`config.mk`:
```
export PLATFORM = sky130hd
export DESIGN_NAME = nand_gate_sequencer
export DESIGN_NICKNAME = d
export VERILOG_FILES = /design/src/rtl/nand_gate_sequencer.sv
export SDC_FILE = /design/constraint.sdc
export NUM_CORES = 1
export LEC_CHECK = 0
export ABC_AREA = 1
export BUFFER_PORTS_ARGS = -buffer_cell sky130_fd_sc_hd__buf_4
export CAP_MARGIN = 20
export CORE_ASPECT_RATIO = 0.8
export CORE_MARGIN = 2
export CORE_UTILIZATION = 45
export CTS_CLUSTER_SIZE = 40
export DETAILED_ROUTE_END_ITERATION = 6
export PLACE_DENSITY = 0.61
export SLEW_MARGIN = 20
export SYNTH_ARGS = -nofsm -noshare
export SYNTH_HDL_FRONTEND = slang
export SYNTH_SLANG_ARGS = --single-unit
```
`constraint.sdc`:
```
create_clock -name clk -period 1.8 [get_ports clk]
set_clock_uncertainty 0.05 [all_clocks]
set_input_delay 0.09 -clock clk [delete_from_list [all_inputs] [get_ports clk]]
set_output_delay 0.09 -clock clk [all_outputs]
set_load 0.05 [all_outputs]
```
`src/rtl/nand_gate_sequencer.sv`:
```
// nand_gate_sequencer: computes a selected basic gate as a sequence of steps
// through one shared external NAND cell, one step per clock.
module nand_gate_sequencer #(
   parameter int WIDTH = 4
) (
   input  logic             clk,
   input  logic             rst,
   input  logic             start,
   input  logic [2:0]       op,
   input  logic [WIDTH-1:0] in1,
   input  logic [WIDTH-1:0] in2,
   output logic [WIDTH-1:0] nand_in1,
   output logic [WIDTH-1:0] nand_in2,
   input  logic [WIDTH-1:0] nand_out,
   output logic             busy,
   output logic             done,
   output logic [WIDTH-1:0] out,
   output logic             err
);
   typedef enum logic {IDLE, EXEC} state_t;
   state_t state;
   logic [2:0] op_r, step, last;
   logic [WIDTH-1:0] a, b, t1, t2, t3;

   assign last = (op_r == 3'd6) ? 3'd5 :
                 (op_r == 3'd4 || op_r == 3'd5) ? 3'd4 :
                 (op_r == 3'd3) ? 3'd3 :
                 (op_r == 3'd2) ? 3'd2 : 3'd1;

   always_comb begin
      nand_in1 = '0;
      nand_in2 = '0;
      if (state == EXEC)
         case (op_r)
            3'd0: begin nand_in1 = a; nand_in2 = b; end
            3'd1: begin nand_in1 = a; nand_in2 = a; end
            3'd2: begin
               nand_in1 = (step == 3'd1) ? a : t1;
               nand_in2 = (step == 3'd1) ? b : t1;
            end
            3'd3, 3'd4:
               case (step)
                  3'd1: begin nand_in1 = a; nand_in2 = a; end
                  3'd2: begin nand_in1 = b; nand_in2 = b; end
                  3'd3: begin nand_in1 = t1; nand_in2 = t2; end
                  default: begin nand_in1 = t3; nand_in2 = t3; end
               endcase
            3'd5, 3'd6:
               case (step)
                  3'd1: begin nand_in1 = a; nand_in2 = b; end
                  3'd2: begin nand_in1 = a; nand_in2 = t1; end
                  3'd3: begin nand_in1 = b; nand_in2 = t1; end
                  3'd4: begin nand_in1 = t2; nand_in2 = t3; end
                  default: begin nand_in1 = t1; nand_in2 = t1; end
               endcase
            default: ;
         endcase
   end

   always_ff @(posedge clk or posedge rst) begin
      if (rst) begin
         state <= IDLE;
         busy  <= 1'b0;
         done  <= 1'b0;
         err   <= 1'b0;
         out   <= '0;
         step  <= '0;
         op_r  <= '0;
         a     <= '0;
         b     <= '0;
         t1    <= '0;
         t2    <= '0;
         t3    <= '0;
      end else begin
         done <= 1'b0;
         err  <= 1'b0;
         case (state)
            IDLE:
               if (start) begin
                  a     <= in1;
                  b     <= in2;
                  op_r  <= op;
                  step  <= 3'd1;
                  busy  <= 1'b1;
                  state <= EXEC;
               end
            default:
               if (step == last) begin
                  out   <= (op_r == 3'd7) ? '0 : nand_out;
                  err   <= (op_r == 3'd7);
                  done  <= 1'b1;
                  busy  <= 1'b0;
                  step  <= '0;
                  state <= IDLE;
               end else begin
                  // step 4 only occurs for XNOR, whose fourth result goes back into t1
                  case (step)
                     3'd1: t1 <= nand_out;
                     3'd2: t2 <= nand_out;
                     3'd3: t3 <= nand_out;
                     default: t1 <= nand_out;
                  endcase
                  step <= step + 3'd1;
               end
         endcase
      end
   end
endmodule
```
=== Word level (Yosys, flattened, before mapping) ===
Cells that the tools add are included.

* Muxes and demuxes: 28
* Eq/ne operators: 13
* Add/subtract/negate cells: 1
* Bitwise operators: 3
* Reductions and logical operators: 14

{| class="wikitable"
|+ Operator list
! cell !! number
|-
| $pmux 4 s3 || 3
|-
| $mux 4 || 5
|-
| $pmux 4 s5 || 1
|-
| $pmux 4 s4 || 1
|-
| $eq 3x3->1 const B || 5
|-
| $mux 3 || 5
|-
| $eq 3x2->1 const B || 4
|-
| $mux 1 || 10
|-
| $reduce_or 2->1 || 5
|-
| $reduce_and 3->1 || 3
|-
| $pmux 4 s2 || 1
|-
| $eq 3x1->1 const B || 2
|-
| $reduce_and 2->1 || 3
|-
| $mux 2 || 2
|-
| $add 3x1->3 const B || 1
|-
| $eq 3x3->1 || 1
|-
| $logic_not 3->1 || 1
|-
| $not 1->1 || 3
|-
| $ne 2x1->1 const B || 1
|-
| $reduce_bool 2->1 || 1
|-
| $logic_or 1x1->1 || 1
|}

* Output and inout port bits: 15
* Register bits: 34
* Word-level logic and storage cells: 71

=== Logic depth before layout (Yosys ltp) ===
* Depth in word-level cells: 8
* Gate-level depth with buffers: 12
* Gate-level depth less buffers: 10

=== Worst setup path after synthesis ===
No wires, ideal clock.

* Path type: reg-to-output
* Start: register step[2]
* End: output nand_in2[3]
* Stages on the path, launching flop included: 9
* Data required time: 1660 ps
* Arrival time: 2109 ps
* Slack: -449 ps
* Path through: dfrtp_1 -> inv_1 -> buf_2 -> ha_1 -> clkbuf_1 -> nand2_1 -> nand4_1 -> nand2_1 -> a21oi_1

* Longest elaborated chain between the ends: 4

{| class="wikitable"
|+ RTL lines
! what !! line !! source
|-
| start: declaration || 22 || <nowiki>logic [2:0] op_r, step, last;</nowiki>
|-
| start signal: assignment || 103 || <nowiki>step <= step + 3'd1;</nowiki>
|-
| $eq 3x2->1, or another cell as far along || 42 || <nowiki>case (step)</nowiki>
|-
| $pmux 4 s3, or another cell as far along || 42 ||
|-
| $pmux 4 s5 * || 34 || <nowiki>case (op_r)</nowiki>
|-
| $mux 4 * || 33 || <nowiki>if (state == EXEC)</nowiki>
|-
| end: declaration || 13 || <nowiki>output logic [WIDTH-1:0] nand_in2,</nowiki>
|}

Every way passes the cells marked *; elsewhere a longest branch is shown, timed or not.

=== Worst setup path after layout ===
* Start: register step[0]
* End: output nand_in1[1]

* Longest elaborated chain between the ends: 5

{| class="wikitable"
|+ RTL lines
! what !! line !! source
|-
| $eq 3x1->1 / $eq 3x2->1 (equally long branches) || 38, 42, 49 ||
|-
| $reduce_or 2->1 (no source line) || n/a ||
|-
| $pmux 4 s3 || 49 || <nowiki>case (step)</nowiki>
|-
| $pmux 4 s4 * || 34 ||
|-
| $mux 4 * || 33 ||
|-
| end: declaration || 12 || <nowiki>output logic [WIDTH-1:0] nand_in1,</nowiki>
|}

Marked as above.

==> results.cfg <==
[status]
status = complete, but fails checks
failed_checks = negative setup slack

[worst_hold_path]
worst_hold_path.num_cells = 3
timing.hold.worst.class = input port to flop

[setup_path]
crit_family = flip-flops
timing.critical_path.required_ps = 1660
crit_cells = 11
crit_path_top_delay_cell = sky130_fd_sc_hd__dfrtp_2
crit_path_start_kind = flop
crit_path_max_incr_delay_ps = 470
cp_max_fo = 5
criticalPathCategory = flop to output pin
worst_ep_arrival_time_ps = 2010
worstPathCellList = inv_4 -> ha_4 -> o21ai_4 -> nand3_2 -> nand2_1 -> inv_1 -> nand2_1 -> nand3_2 -> nand2_2 -> clkinvlp_4 -> buf_6
reg2regPathDepth = 7
worst_setup_path_end_kind = output pin
critical_path_buf_inv_count = 4

[synthesis]
netlist.area_leader.share_pct = 35.85
synth_edf_count = 0
postSynthNetCount = 390
yosys_warnings = 0
synth_flop_cell = sky130_fd_sc_hd__dfrtp_1
synth_area_leaders = sky130_fd_sc_hd__dfrtp_1, sky130_fd_sc_hd__nand2_1, sky130_fd_sc_hd__nand3_1
yosys.cell_types.count = 22
synth_seq_area_share_pct = 35.85
netlist_area_um2 = 2374
synth-async-reset-ratio_pct = 100.0
synth.most_common_cell = sky130_fd_sc_hd__nand2_1
netlist_instances = 366
post-synth-top-area-cell = sky130_fd_sc_hd__dfrtp_1
synthesis.area_per_instance_um2 = 6.485
yosys-top-cells-count = sky130_fd_sc_hd__nand2_1, sky130_fd_sc_hd__nand3_1, sky130_fd_sc_hd__nor2_1
yosys_register_bits = 34

[drt]
drt_first_pass_iters = 4
antenna_violating_nets_post_route = 0
drc_errors = 0
routed_wirelength_um = 7601
drt_iter0_drc = 171
avgRoutedWirePerCell_um = 15.05
avgViaCountPerCell = 5.271
via_count = 2662

[finish]
final_layout_size_suffix_gt1_share_pct = 32.51
nFillCells = 459
syn2layout_area_growth_pct = 45.44
ff_latch_area_um2 = 853.3
n_antenna_cell = 0
area_of_combinational_cells_with_multiple_inputs_um2 = 1582
final_net_count = 466

[sta]
slew_viol_final = 0
worstMarginPinSlew_ps = 451.8
final_critical_path_setup_slack_ps = -348.5
setup_viol_count_final = 8
final_hold_viol_count = 0
period_minus_slack_ps = 2149
hold_ws_ps = 14.03
rsz0062_at_grt = yes
finalCritPeriodShare_pct = 119.4
slew-limit-headroom_pct = 69.81
achievable-frequency_mhz = 465.4

[clocking]
clock_tree.buffer_depth = 2
clock_sink_count = 34
cts_root_buffer = sky130_fd_sc_hd__clkbuf_8
cts_tree = built
total_clock_buffers_created_by_cts = 5
clk-insertion-delay-late_ps = 290
cts_htree_levels = 2
clk_pin_slew_worst_paths_ps = 80

[grt]
grt_start_max_net_pins = 35
global_route.usage.total_pct = 26.57
use_met3_pct = 5.000
vias_in_the_first_global_route = 2438
busiest_layer = met2
globalRouteOverflowTotal = 0
grtUsageMet1_pct = 36.08
grt.met2_usage_pct = 43.95
global_route_wire_length_before_repair_um = 12010
antenna_found_initial = 0

[die]
core-area_um2 = 5036
placementRows = 23
die_h_um = 68.96
floorplan.io_pins = 33
die_area_um2 = 5875
floorplan.initialDensity_pct = 47.13
floorplan.die.width_um = 85.20

[place]
dp_hpwl_um = 5561
globalplace.congestion = 0.9577
placement.io_buffers = 32

[job]
cap_violations = 0
## metrics by stage
stage	cell area (um^2)	instances	TNS [ps]	setup WS, ps	util, %
final	3452	505	-2664	-348.5	68.55
after global routing	3452	505	-3424	-443.7	68.55
after CTS	3371	502	-2357	-319.4	66.93
after detailed placement	2944	477	-1477	-262.8	58.46
after global placement	2944	477	-1398	-235.6	58.46
after floorplan	2457	366	0	2.712	-
## cell type report
cell class | instances | area share, %
well taps | 62 | 2.247
repair buffers | 79 | 20.12
flip-flops and latches | 34 | 24.72
clock buffers | 6 | 2.102
inverters | 39 | 4.603
multi-input cells | 283 | 45.81
clock inverters | 2 | 0.3987
## layer usage
| metal | routed length [um] | vias to the layer above | part of all wire [%] |
|---|---|---|---|
| met1 | 3404 | 1232 | 45 |
| met2 | 3531 | 91 | 46 |
| li1 | - | 1328 | - |
| met5 | 0 | - | 0 |
| met3 | 585 | 11 | 7.7 |
| met4 | 80 | 0 | 1.1 |
## path summary, 6_finish.rpt
check,to,slack (ps),startpoint
worst max register to register,t1[1],100,step[0]
min in group asynchronous,busy,410,rst
max in group asynchronous,step[1],960,rst
worst min register to register,t3[1],430,t3[1]
worst min-delay path,a[2],10,in1[2]
worst max-delay path,nand_in1[1],-350,step[0]
## sequential cells by signal, indices dropped and copies added (netlist names)
signal / cells
busy: 1
step: 3
b: 4
op_r: 3
t2: 4
done: 1
t3: 4
out: 4
state: 1
t1: 4
err: 1
a: 4
## tightest hold or removal path: stages
cell and delay (ps):
sky130_fd_sc_hd__buf_4 80, sky130_fd_sc_hd__nor2_1 30, sky130_fd_sc_hd__a21oi_1 110
## cell families after synthesis
logic type	share of synthesized area, %
multiplexers	1.898
buffers and inverters	8.803
adder cells (fa/ha/maj)	3.163
AO/OA/AOI/OAI	4.955
AND/OR/NAND/NOR	45.33
flip-flops	35.85
## cells in the final DEF (no fill, tap or decap)
master | synthesis | layout
sky130_fd_sc_hd__nand2_1 | 137 | 124
sky130_fd_sc_hd__buf_4 | 0 | 54
sky130_fd_sc_hd__nand3_1 | 46 | 34
sky130_fd_sc_hd__dfrtp_1 | 34 | 32
sky130_fd_sc_hd__nor2_1 | 39 | 30
sky130_fd_sc_hd__inv_1 | 37 | 29
sky130_fd_sc_hd__nand4_1 | 20 | 20
sky130_fd_sc_hd__nand2_2 | 2 | 14
sky130_fd_sc_hd__dlygate4sd3_1 | 0 | 14
sky130_fd_sc_hd__nand3_2 | 0 | 12
sky130_fd_sc_hd__a21oi_1 | 16 | 11
sky130_fd_sc_hd__nor2_2 | 4 | 8
sky130_fd_sc_hd__buf_6 | 2 | 7
sky130_fd_sc_hd__inv_2 | 2 | 6
sky130_fd_sc_hd__nor2_4 | 1 | 6
sky130_fd_sc_hd__clkbuf_8 | 0 | 5
sky130_fd_sc_hd__mux2_2 | 4 | 4
sky130_fd_sc_hd__a21oi_4 | 0 | 4
sky130_fd_sc_hd__ha_4 | 0 | 4
sky130_fd_sc_hd__nand2_4 | 1 | 3
sky130_fd_sc_hd__o21ai_0 | 3 | 3
sky130_fd_sc_hd__inv_4 | 0 | 2
sky130_fd_sc_hd__clkinvlp_4 | 0 | 2
sky130_fd_sc_hd__ha_2 | 0 | 2
sky130_fd_sc_hd__buf_8 | 0 | 2
sky130_fd_sc_hd__buf_12 | 0 | 2
sky130_fd_sc_hd__dfrtp_2 | 0 | 2
sky130_fd_sc_hd__o21ai_1 | 1 | 1
sky130_fd_sc_hd__o21ai_4 | 0 | 1
sky130_fd_sc_hd__o21ai_2 | 2 | 1
sky130_fd_sc_hd__a21oi_2 | 0 | 1
sky130_fd_sc_hd__clkinv_2 | 0 | 1
sky130_fd_sc_hd__clkbuf_1 | 3 | 1
sky130_fd_sc_hd__clkinv_4 | 0 | 1
## what timing repair did
item                                    CTS  global route
pin swaps                                13            16
resized for setup                        51            15
hold buffers                             14             0
endpoints found under the setup margin    8            27
setup buffers                             3             2
hold endpoints to repair                 47             0
gates cloned                              0             1
Power is left out: the tool's default activity adds up to more than one toggle a clock period on the data nets, which glitch-free logic cannot reach.
